==> config.mk <==
export PLATFORM = sky130hd
export DESIGN_NAME = dmac_buffer_credit_ctr_flat
export DESIGN_NICKNAME = d
export VERILOG_FILES = /design/src/rtl/dmac_buffer_credit_ctr_if.sv /design/src/rtl/dmac_buffer_credit_ctr.sv /design/src/flat_wrapper.sv
export SDC_FILE = /design/constraint.sdc
export NUM_CORES = 1
export LEC_CHECK = 0
export ABC_AREA = 1
export BUFFER_PORTS_ARGS = -buffer_cell sky130_fd_sc_hd__buf_2
export CAP_MARGIN = 15
export CORE_MARGIN = 8
export CORE_UTILIZATION = 35
export CTS_CLUSTER_DIAMETER = 80
export DETAILED_ROUTE_END_ITERATION = 10
export PLACE_DENSITY = 0.53
export SLEW_MARGIN = 20
export SYNTH_ARGS = -nofsm -noshare
export SYNTH_HDL_FRONTEND = slang
export SYNTH_SLANG_ARGS = --single-unit
==> constraint.sdc <==
create_clock -name clk -period 6.1 [get_ports clk]
set_input_delay 0.61 -clock clk [delete_from_list [all_inputs] [get_ports clk]]
set_output_delay 0.61 -clock clk [all_outputs]
set_load 0.05 [all_outputs]
==> src/rtl/dmac_buffer_credit_ctr_if.sv <==
// Bus bundle for dmac_buffer_credit_ctr: inc/dec/flush requests in, occupancy and flags out.
// The peak port exists only when DMAC_BUF_CTR_PEAK_EN is defined.
interface dmac_buffer_credit_ctr_if #(
    parameter int NUM_CH       = 4,
    parameter int MAX_ELEMENTS = 16
);
    localparam int CW  = $clog2(MAX_ELEMENTS + 1);
    localparam int CHW = (NUM_CH > 1) ? $clog2(NUM_CH) : 1;

    logic                 inc_valid;
    logic [CHW-1:0]       inc_ch;
    logic [CW-1:0]        inc_count;
    logic                 dec_valid;
    logic [CHW-1:0]       dec_ch;
    logic [CW-1:0]        dec_count;
    logic [NUM_CH-1:0]    flush;
    logic                 err_clr;
    logic [NUM_CH*CW-1:0] usage;
    logic [NUM_CH*CW-1:0] free_cnt;
    logic [NUM_CH-1:0]    empty;
    logic [NUM_CH-1:0]    full;
    logic [NUM_CH-1:0]    afull;
    logic [NUM_CH-1:0]    err_ovf;
    logic [NUM_CH-1:0]    err_udf;
`ifdef DMAC_BUF_CTR_PEAK_EN
    logic [NUM_CH*CW-1:0] peak;
`endif

    modport master (
        output inc_valid, inc_ch, inc_count, dec_valid, dec_ch, dec_count, flush, err_clr,
`ifdef DMAC_BUF_CTR_PEAK_EN
        input  peak,
`endif
        input  usage, free_cnt, empty, full, afull, err_ovf, err_udf
    );

    modport slave (
        input  inc_valid, inc_ch, inc_count, dec_valid, dec_ch, dec_count, flush, err_clr,
`ifdef DMAC_BUF_CTR_PEAK_EN
        output peak,
`endif
        output usage, free_cnt, empty, full, afull, err_ovf, err_udf
    );
endinterface

==> src/rtl/dmac_buffer_credit_ctr.sv <==
// Per-channel saturating buffer occupancy counters with flags; DMAC_BUF_CTR_PEAK_EN adds high-water marks.
// Latency: one cycle, every output registered from the next-state usage.
// Backpressure: none; requests are always accepted, out-of-range results clamp and raise sticky errors.
module dmac_buffer_credit_ctr #(
    parameter int NUM_CH       = 4,
    parameter int MAX_ELEMENTS = 16,
    parameter int AFULL_LEVEL  = 12
) (
    input  logic                     clk,
    input  logic                     rst_n,
    dmac_buffer_credit_ctr_if.slave  bus
);
    localparam int CW  = $clog2(MAX_ELEMENTS + 1);
    localparam int CHW = (NUM_CH > 1) ? $clog2(NUM_CH) : 1;

    localparam logic [CW-1:0]        MAX_C   = CW'(MAX_ELEMENTS);
    localparam logic [CW-1:0]        AFULL_C = CW'(AFULL_LEVEL);
    localparam logic signed [CW+1:0] MAX_S   = (CW+2)'(MAX_ELEMENTS);

    logic [NUM_CH*CW-1:0] usage_q, usage_d;
    logic [NUM_CH*CW-1:0] free_q,  free_d;
    logic [NUM_CH-1:0]    empty_q, empty_d;
    logic [NUM_CH-1:0]    full_q,  full_d;
    logic [NUM_CH-1:0]    afull_q, afull_d;
    logic [NUM_CH-1:0]    ovf_q,   ovf_d;
    logic [NUM_CH-1:0]    udf_q,   udf_d;
`ifdef DMAC_BUF_CTR_PEAK_EN
    logic [NUM_CH*CW-1:0] peak_q,  peak_d;
`endif

    always_comb begin
        logic [CW-1:0]        a;
        logic [CW-1:0]        d;
        logic [CW-1:0]        u;
        logic signed [CW+1:0] n;
        logic                 ovf_hit;
        logic                 udf_hit;
`ifdef DMAC_BUF_CTR_PEAK_EN
        logic [CW-1:0]        p;
        p       = '0;
        peak_d  = peak_q;
`endif
        a       = '0;
        d       = '0;
        u       = '0;
        n       = '0;
        ovf_hit = 1'b0;
        udf_hit = 1'b0;
        usage_d = usage_q;
        free_d  = free_q;
        empty_d = empty_q;
        full_d  = full_q;
        afull_d = afull_q;
        ovf_d   = ovf_q;
        udf_d   = udf_q;
        for (int c = 0; c < NUM_CH; c++) begin
            // Channel indices >= NUM_CH never match any c, so such requests fall away silently.
            a = (bus.inc_valid && bus.inc_ch == CHW'(c)) ? bus.inc_count : '0;
            d = (bus.dec_valid && bus.dec_ch == CHW'(c)) ? bus.dec_count : '0;
            n = $signed({2'b00, usage_q[c*CW +: CW]}) + $signed({2'b00, a}) - $signed({2'b00, d});
            ovf_hit = 1'b0;
            udf_hit = 1'b0;
            if (bus.flush[c]) begin
                u = '0;
            end else if (n > MAX_S) begin
                u       = MAX_C;
                ovf_hit = 1'b1;
            end else if (n[CW+1]) begin
                u       = '0;
                udf_hit = 1'b1;
            end else begin
                u = n[CW-1:0];
            end
            usage_d[c*CW +: CW] = u;
            free_d[c*CW +: CW]  = MAX_C - u;
            empty_d[c]          = (u == '0);
            full_d[c]           = (u == MAX_C);
            afull_d[c]          = (u >= AFULL_C);
            // A fresh error in the clearing cycle must survive the clear.
            ovf_d[c] = (ovf_q[c] & ~bus.err_clr) | ovf_hit;
            udf_d[c] = (udf_q[c] & ~bus.err_clr) | udf_hit;
`ifdef DMAC_BUF_CTR_PEAK_EN
            p = peak_q[c*CW +: CW];
            if (bus.flush[c] || bus.err_clr) peak_d[c*CW +: CW] = u;
            else                             peak_d[c*CW +: CW] = (u > p) ? u : p;
`endif
        end
    end

    always_ff @(posedge clk or negedge rst_n) begin
        if (!rst_n) begin
            usage_q <= '0;
            free_q  <= {NUM_CH{MAX_C}};
            empty_q <= '1;
            full_q  <= '0;
            afull_q <= {NUM_CH{AFULL_LEVEL == 0}};
            ovf_q   <= '0;
            udf_q   <= '0;
`ifdef DMAC_BUF_CTR_PEAK_EN
            peak_q  <= '0;
`endif
        end else begin
            usage_q <= usage_d;
            free_q  <= free_d;
            empty_q <= empty_d;
            full_q  <= full_d;
            afull_q <= afull_d;
            ovf_q   <= ovf_d;
            udf_q   <= udf_d;
`ifdef DMAC_BUF_CTR_PEAK_EN
            peak_q  <= peak_d;
`endif
        end
    end

    assign bus.usage    = usage_q;
    assign bus.free_cnt = free_q;
    assign bus.empty    = empty_q;
    assign bus.full     = full_q;
    assign bus.afull    = afull_q;
    assign bus.err_ovf  = ovf_q;
    assign bus.err_udf  = udf_q;
`ifdef DMAC_BUF_CTR_PEAK_EN
    assign bus.peak     = peak_q;
`endif
endmodule

==> src/flat_wrapper.sv <==
// flat-port wrapper written by rule: the top's interface ports become plain ports
module dmac_buffer_credit_ctr_flat 
#(
    parameter int NUM_CH       = 4,
    parameter int MAX_ELEMENTS = 16,
    parameter int AFULL_LEVEL  = 12
)
  (clk, rst_n, bus_inc_valid, bus_inc_ch, bus_inc_count, bus_dec_valid, bus_dec_ch, bus_dec_count, bus_flush, bus_err_clr, bus_usage, bus_free_cnt, bus_empty, bus_full, bus_afull, bus_err_ovf, bus_err_udf);
  dmac_buffer_credit_ctr_if #(.NUM_CH(NUM_CH), .MAX_ELEMENTS(MAX_ELEMENTS)) bus_i ();
  input  logic clk;
  input  logic rst_n;
  input wire logic [$bits(bus_i.inc_valid)-1:0] bus_inc_valid;
  input wire logic [$bits(bus_i.inc_ch)-1:0] bus_inc_ch;
  input wire logic [$bits(bus_i.inc_count)-1:0] bus_inc_count;
  input wire logic [$bits(bus_i.dec_valid)-1:0] bus_dec_valid;
  input wire logic [$bits(bus_i.dec_ch)-1:0] bus_dec_ch;
  input wire logic [$bits(bus_i.dec_count)-1:0] bus_dec_count;
  input wire logic [$bits(bus_i.flush)-1:0] bus_flush;
  input wire logic [$bits(bus_i.err_clr)-1:0] bus_err_clr;
  output wire logic [$bits(bus_i.usage)-1:0] bus_usage;
  output wire logic [$bits(bus_i.free_cnt)-1:0] bus_free_cnt;
  output wire logic [$bits(bus_i.empty)-1:0] bus_empty;
  output wire logic [$bits(bus_i.full)-1:0] bus_full;
  output wire logic [$bits(bus_i.afull)-1:0] bus_afull;
  output wire logic [$bits(bus_i.err_ovf)-1:0] bus_err_ovf;
  output wire logic [$bits(bus_i.err_udf)-1:0] bus_err_udf;
  assign bus_i.inc_valid = bus_inc_valid;
  assign bus_i.inc_ch = bus_inc_ch;
  assign bus_i.inc_count = bus_inc_count;
  assign bus_i.dec_valid = bus_dec_valid;
  assign bus_i.dec_ch = bus_dec_ch;
  assign bus_i.dec_count = bus_dec_count;
  assign bus_i.flush = bus_flush;
  assign bus_i.err_clr = bus_err_clr;
  assign bus_usage = bus_i.usage;
  assign bus_free_cnt = bus_i.free_cnt;
  assign bus_empty = bus_i.empty;
  assign bus_full = bus_i.full;
  assign bus_afull = bus_i.afull;
  assign bus_err_ovf = bus_i.err_ovf;
  assign bus_err_udf = bus_i.err_udf;
  dmac_buffer_credit_ctr #(.NUM_CH(NUM_CH), .MAX_ELEMENTS(MAX_ELEMENTS), .AFULL_LEVEL(AFULL_LEVEL)) u_core (.clk(clk), .rst_n(rst_n), .bus(bus_i));
endmodule
======== Word level (Yosys, flattened, before mapping) ========
Index checks and enable logic that the tools add are counted.
word-level totals
  memories ................................ 0
  bits in writable memories ............... 0
  bits in read-only memories .............. 0
  latch bits .............................. 0
  flip-flop bits (word level) ............. 60
  input port bits ......................... 23
operators by class
  reductions and logical operators ........ 14
  $lt $le $gt $ge ......................... 8
  mux-type cells .......................... 40
  multipliers ............................. 0
  shift operators ......................... 0
  equal/unequal tests ..................... 10
  bitwise gates (word level) .............. 17
  $add $sub $neg .......................... 12
  divide/modulo/power cells ............... 0
operator list
  operator                                                                              number
  5-bit two-way mux                                                                     20
  7-bit by 6-bit greater-than comparator with 1-bit output (second input constant)      4
  7-bit by 6-bit subtractor with 7-bit output                                           4
  5-bit by 5-bit adder with 6-bit output                                                4
  5-bit == test (second input constant)                                                 4
  5-bit by 4-bit greater-or-equal comparator with 1-bit output (second input constant)  4
  5-bit zero test                                                                       4
  1-bit two-way mux                                                                     20
  5-bit subtractor (first input constant)                                               4
  1-bit AND                                                                             8
  2-bit == test (second input constant)                                                 4
  1-bit logical AND                                                                     8
  1-bit bitwise OR                                                                      8
  2-bit by 1-bit == test with 1-bit output (second input constant)                      2
  2-bit zero test                                                                       2
  1-bit inverter                                                                        1

======== Longest topological paths before layout ========
  depth in word-level cells ............... 9
  mapped depth ............................ 26
  depth with buffers taken out ............ 26

======== Least setup slack after synthesis ========
No wires, ideal clock.
  path kind ............................... input-to-reg
  start ................................... input bus_inc_ch[1]
  end ..................................... register u_core.free_q[14], in the netlist u_core.bus.free_cnt[14]
  data required time ...................... 6.042 ns
  cell stages on the path ................. 22
  arrival time ............................ 3.642 ns
  path slack .............................. 2.400 ns
  setup time .............................. 0.058 ns
  cell sequence ........................... inv_1 nor3_1 inv_1 nor2_1 ha_1 inv_1 fa_1 fa_1 inv_1 nor3_2 nand2_1 nand2_1 nand2_2 inv_2 nand2_4 nor2_4 inv_2 ha_1 nand2_1 nor2_1 ha_1 inv_1
between the ends
  longest elaborated chain between the ends .. 9
ends and longest elaborated chain
  element                                                                                        RTL line                                                    text
  from (decl)                                                                                    flat_wrapper.sv:13                                          input wire logic [$bits(bus_i.inc_ch)-1:0] bus_inc_ch;
  2-bit == test (*)                                                                              dmac_buffer_credit_ctr.sv:58                                a = (bus.inc_valid && bus.inc_ch == CHW'(c)) ? bus.inc_count : '0;
  1-bit logical AND (*)                                                                          dmac_buffer_credit_ctr.sv:58
  5-bit two-way mux (*)                                                                          dmac_buffer_credit_ctr.sv:58
  5-bit by 5-bit adder with 6-bit output (*)                                                     dmac_buffer_credit_ctr.sv:60                                n = $signed({2'b00, usage_q[c*CW +: CW]}) + $signed({2'b00, a}) - $signed({2'b00, d});
  7-bit by 6-bit subtractor with 7-bit output (*)                                                dmac_buffer_credit_ctr.sv:60
  7-bit by 6-bit greater-than comparator with 1-bit output or 5-bit two-way mux (tied branches)  dmac_buffer_credit_ctr.sv:65, dmac_buffer_credit_ctr.sv:68
  5-bit two-way mux (*)                                                                          dmac_buffer_credit_ctr.sv:65                                end else if (n > MAX_S) begin
  5-bit two-way mux (*)                                                                          dmac_buffer_credit_ctr.sv:63                                if (bus.flush[c]) begin
  5-bit subtractor (*)                                                                           dmac_buffer_credit_ctr.sv:75                                free_d[c*CW +: CW] = MAX_C - u;
  named net u_core.free_d[14]                                                                    dmac_buffer_credit_ctr.sv:21                                logic [NUM_CH*CW-1:0] free_q, free_d;
  to (signal assigned)                                                                           dmac_buffer_credit_ctr.sv:93                                free_q <= {NUM_CH{MAX_C}};
  to (signal assigned)                                                                           dmac_buffer_credit_ctr.sv:104                               free_q <= free_d;
  to (decl)                                                                                      dmac_buffer_credit_ctr.sv:21
Mark *: on every way through the listed nets, which the timed path passes. The rest lies on a longest branch.

======== Worst setup path after layout ========
  start ................................... input bus_inc_ch[1]
  end ..................................... register u_core.free_q[19], in the netlist u_core.bus.free_cnt[19]
Same word-level chain as after synthesis.

==> impl_metrics.yaml <==
global_route:
  grt_pass1_wl_um: 17680
  grt_max_degree: 57
  grt_usage_pct: 13.32
  first_global_vias: 3721
  antenna_found_initial: 0
  overflow: 0
pwr:
  p_sw_share_pct: 52.84
  vdd_drop_max_mv: 0.1951
  p_leak_nw: 3.015
  p_int_mw: 1.049
  switching_power_mw: 1.175
  p_seq_share_pct: 24.5
  power_frac_comb_pct: 62.6
  p_clk_share_pct: 12.9
  powerDensity_nw_per_um2: 431.1
timing:
  post-route-min-period_ns: 3.794
  maxSlewHeadroom_pct: 51.73
  fmax_mhz: 263.5
  finalClockSkew_ns: 0.002858
  drv_slew: 0
  finalCritPeriodShare_pct: 62.20
  fin_tns_setup_ns: 0
  hold_viol_final: 0
  finalSetupViolCount: 0
  tightest_slew_ns: 0.7240
  rsz0062_at_grt: "no"
setup_path:
  worstPathArrival_ns: 4.04
  crit_required_ns: 6.34
  slowest_delay_ns: 0.40
  rr_worst_depth: 18
  crit_path_end_kind: "flip-flop"
  r2r-start: "u_core.bus.usage[10]"
  cp-start-kind: "input port"
  slowest_stage: "fa_1"
  startpoint: "bus_inc_ch[1]"
  rrSetupSlack_ns: 2.74
  critPathMaxFanout: 5
  path_class: "in2reg"
layout:
  antennaDiodeCount: 0
  area_delta_synth_final_pct: 16.99
  drive_above_1_share_pct: 24.39
  nNetsFinal: 734
  layoutNonFillerInstCount: 824
  fill_cells: 1285
floorplanning:
  rows: 41
  start_util_pct: 35.38
  die_h_um: 128.3
  ios: 83
  coreArea_um2: 12470
  die_w_um: 128.3
  die_area_um2: 16450
synthesis:
  avgSynthCellArea_um2: 7.806
  postSynthCellCount: 565
  synth_top_area_share_pct: 27.23
  synth-seq-cells: 56
  synth_top_area_cell: "dfrtp_1"
  ys_warn_count: 0
  syn_nets: 648
  synth_common_cells: "129 x nand2_1, 102 x inv_1, 52 x ha_1, 51 x nor2_1, 48 x dfrtp_1"
  synth-seq-area-share_pct: 32.00
  synth_area_leaders: "dfrtp_1 27%, ha_1 15%, nand2_1 11%"
  synth_most_common_cell: "nand2_1"
  syn-cell-area_um2: 4410
  synth_flop_cell: "dfrtp_1"
  synth_edf_count: 0
  synthDistinctLibCells: 36
  async_flop_share_pct: 100.0
cts:
  clk_latency_ns: 0.29
  cts-buffers-inserted: 5
  tritoncts: "built"
  clk_pin_slew_ns: 0.07
  cts_hold_buf: 0
  cts_setup_buffers: 0
  cts.path.max_buffers: 2
  root_buffer: "clkbuf_16"
  htree_levels: 2
  cts.repair.resized: 0
  cts.sinks: 56
route:
  wl_per_cell_um: 12.61
  antenna_left: 0
  vias_per_cell: 4.410
  num_vias: 3634
  dr.pass1.iters: 6
  first_iter_violations: 187
  wl_um: 10390
  drc: 0
placement:
  portBuffers: 82
  place_congestion: 0.8093
  dp_hpwl_um: 8816
  dp.cells: 816
job:
  cap_violations: 0
hold_path:
  hp-class: "in2async"
outcome:
  outcome: "finished clean"
-- power by group through the flow --
stage | Combinational, mW | Clock [mW] | Sequential, mW
2_1_floorplan | 0.728 | 0 | 0.951
3_3_place_gp | 1.40 | 0 | 0.553
3_5_place_dp | 1.40 | 0 | 0.556
4_1_cts | 1.41 | 0.301 | 0.549
5_1_grt | 1.55 | 0.310 | 0.562
6_report | 1.39 | 0.287 | 0.545
-- kinds of logic (layout without fill, tap and decap cells) --
| kind of cell | count (synthesis) | count (layout) | share of synthesized area [%] |
|---|---|---|---|
| AO/OA/AOI/OAI | 44 | 44 | 6.185 |
| XOR/XNOR | 18 | 18 | 3.574 |
| adder cells (fa/ha/maj) | 60 | 60 | 18.38 |
| buffers and inverters | 123 | 210 | 10.92 |
| flip-flops | 56 | 56 | 32.00 |
| AND/OR/NAND/NOR | 264 | 264 | 28.94 |
-- critical path, delay by kind of cell --
family	cells	cell delay [ns]
xor gates and xnor gates	1	0.17
buffers and inverters	7	0.53
AOI/OAI and AO/OA	1	0.22
and+or+nand+nor	12	1.10
adders and majority gates	5	1.39
-- layer usage --
metal / vias to the layer above / global-route usage, % / part of all wire [%]
met5: - / 0 / 0
met4: 0 / 4.196 / 1.5
met3: 10 / 1.913 / 2.5
met2: 43 / 23.46 / 51
met1: 1666 / 16.27 / 45
li1: 1915 / - / -
-- registers in the layout, indices dropped and copies added, names as in the netlist --
register	count
u_core.bus.afull	4
u_core.bus.empty	4
u_core.bus.err_ovf	4
u_core.bus.err_udf	4
u_core.bus.free_cnt	16
u_core.bus.full	4
u_core.bus.usage	20
-- cell usage in the layout (no fill, tap or decap), types with 2 or more instances in the layout --
cell type / count
nand3_1: 19
nand2_4: 3
fa_1: 8
or2_2: 2
a21oi_1: 17
a21oi_2: 3
clkbuf_16: 5
nor2_2: 6
nand2_1: 129
nor2_1: 51
buf_2: 82
dfrtp_1: 48
inv_2: 16
xor2_1: 7
nand3_2: 2
nand4_1: 3
a21o_1: 2
nand3_4: 2
o21ai_1: 6
xnor2_1: 11
dfstp_2: 8
nor3_1: 11
nor3_2: 3
or2_1: 3
o22ai_1: 5
inv_1: 102
nand3b_1: 8
a21oi_4: 2
clkbuf_1: 2
nand2_2: 13
ha_1: 52
o21ai_0: 6
nor2_4: 8
-- final timing paths --
kind | end
min | u_core.bus.free_cnt[7]
min in group clk | u_core.bus.err_ovf[0]
max | u_core.bus.free_cnt[19]
max in group asynchronous | u_core.bus.full[0]
max reg2reg | u_core.bus.free_cnt[14]
min reg2reg | u_core.bus.err_ovf[0]
-- final cells by class --
| cell class | count | area (um2) | area share [%] |
|---|---|---|---|
| Tap cell | 172 | 215.2 | 4.171 |
| Clock buffer | 8 | 146.4 | 2.837 |
| Sequential cell | 56 | 1411 | 27.35 |
| Timing Repair Buffer | 83 | 417.9 | 8.099 |
| Multi-Input combinational cell | 386 | 2517 | 48.79 |
| Inverter | 119 | 451.7 | 8.754 |
-- stage by stage --
stage	worst slack, ns	cell area, um2	hold WS (ns)	utilization [%]	power [mW]
2_1_floorplan	2.400	4410	0.3144	-	1.679
3_3_place_gp	2.013	5014	0.5010	40.22	1.949
3_5_place_dp	1.972	5014	0.5027	40.22	1.959
4_1_cts	2.294	5160	0.4818	41.39	2.258
5_1_grt	1.916	5160	0.5254	41.39	2.419
6_report	2.306	5160	0.4506	41.39	2.225
No activity file was read; power rests on OpenSTA's default activity.
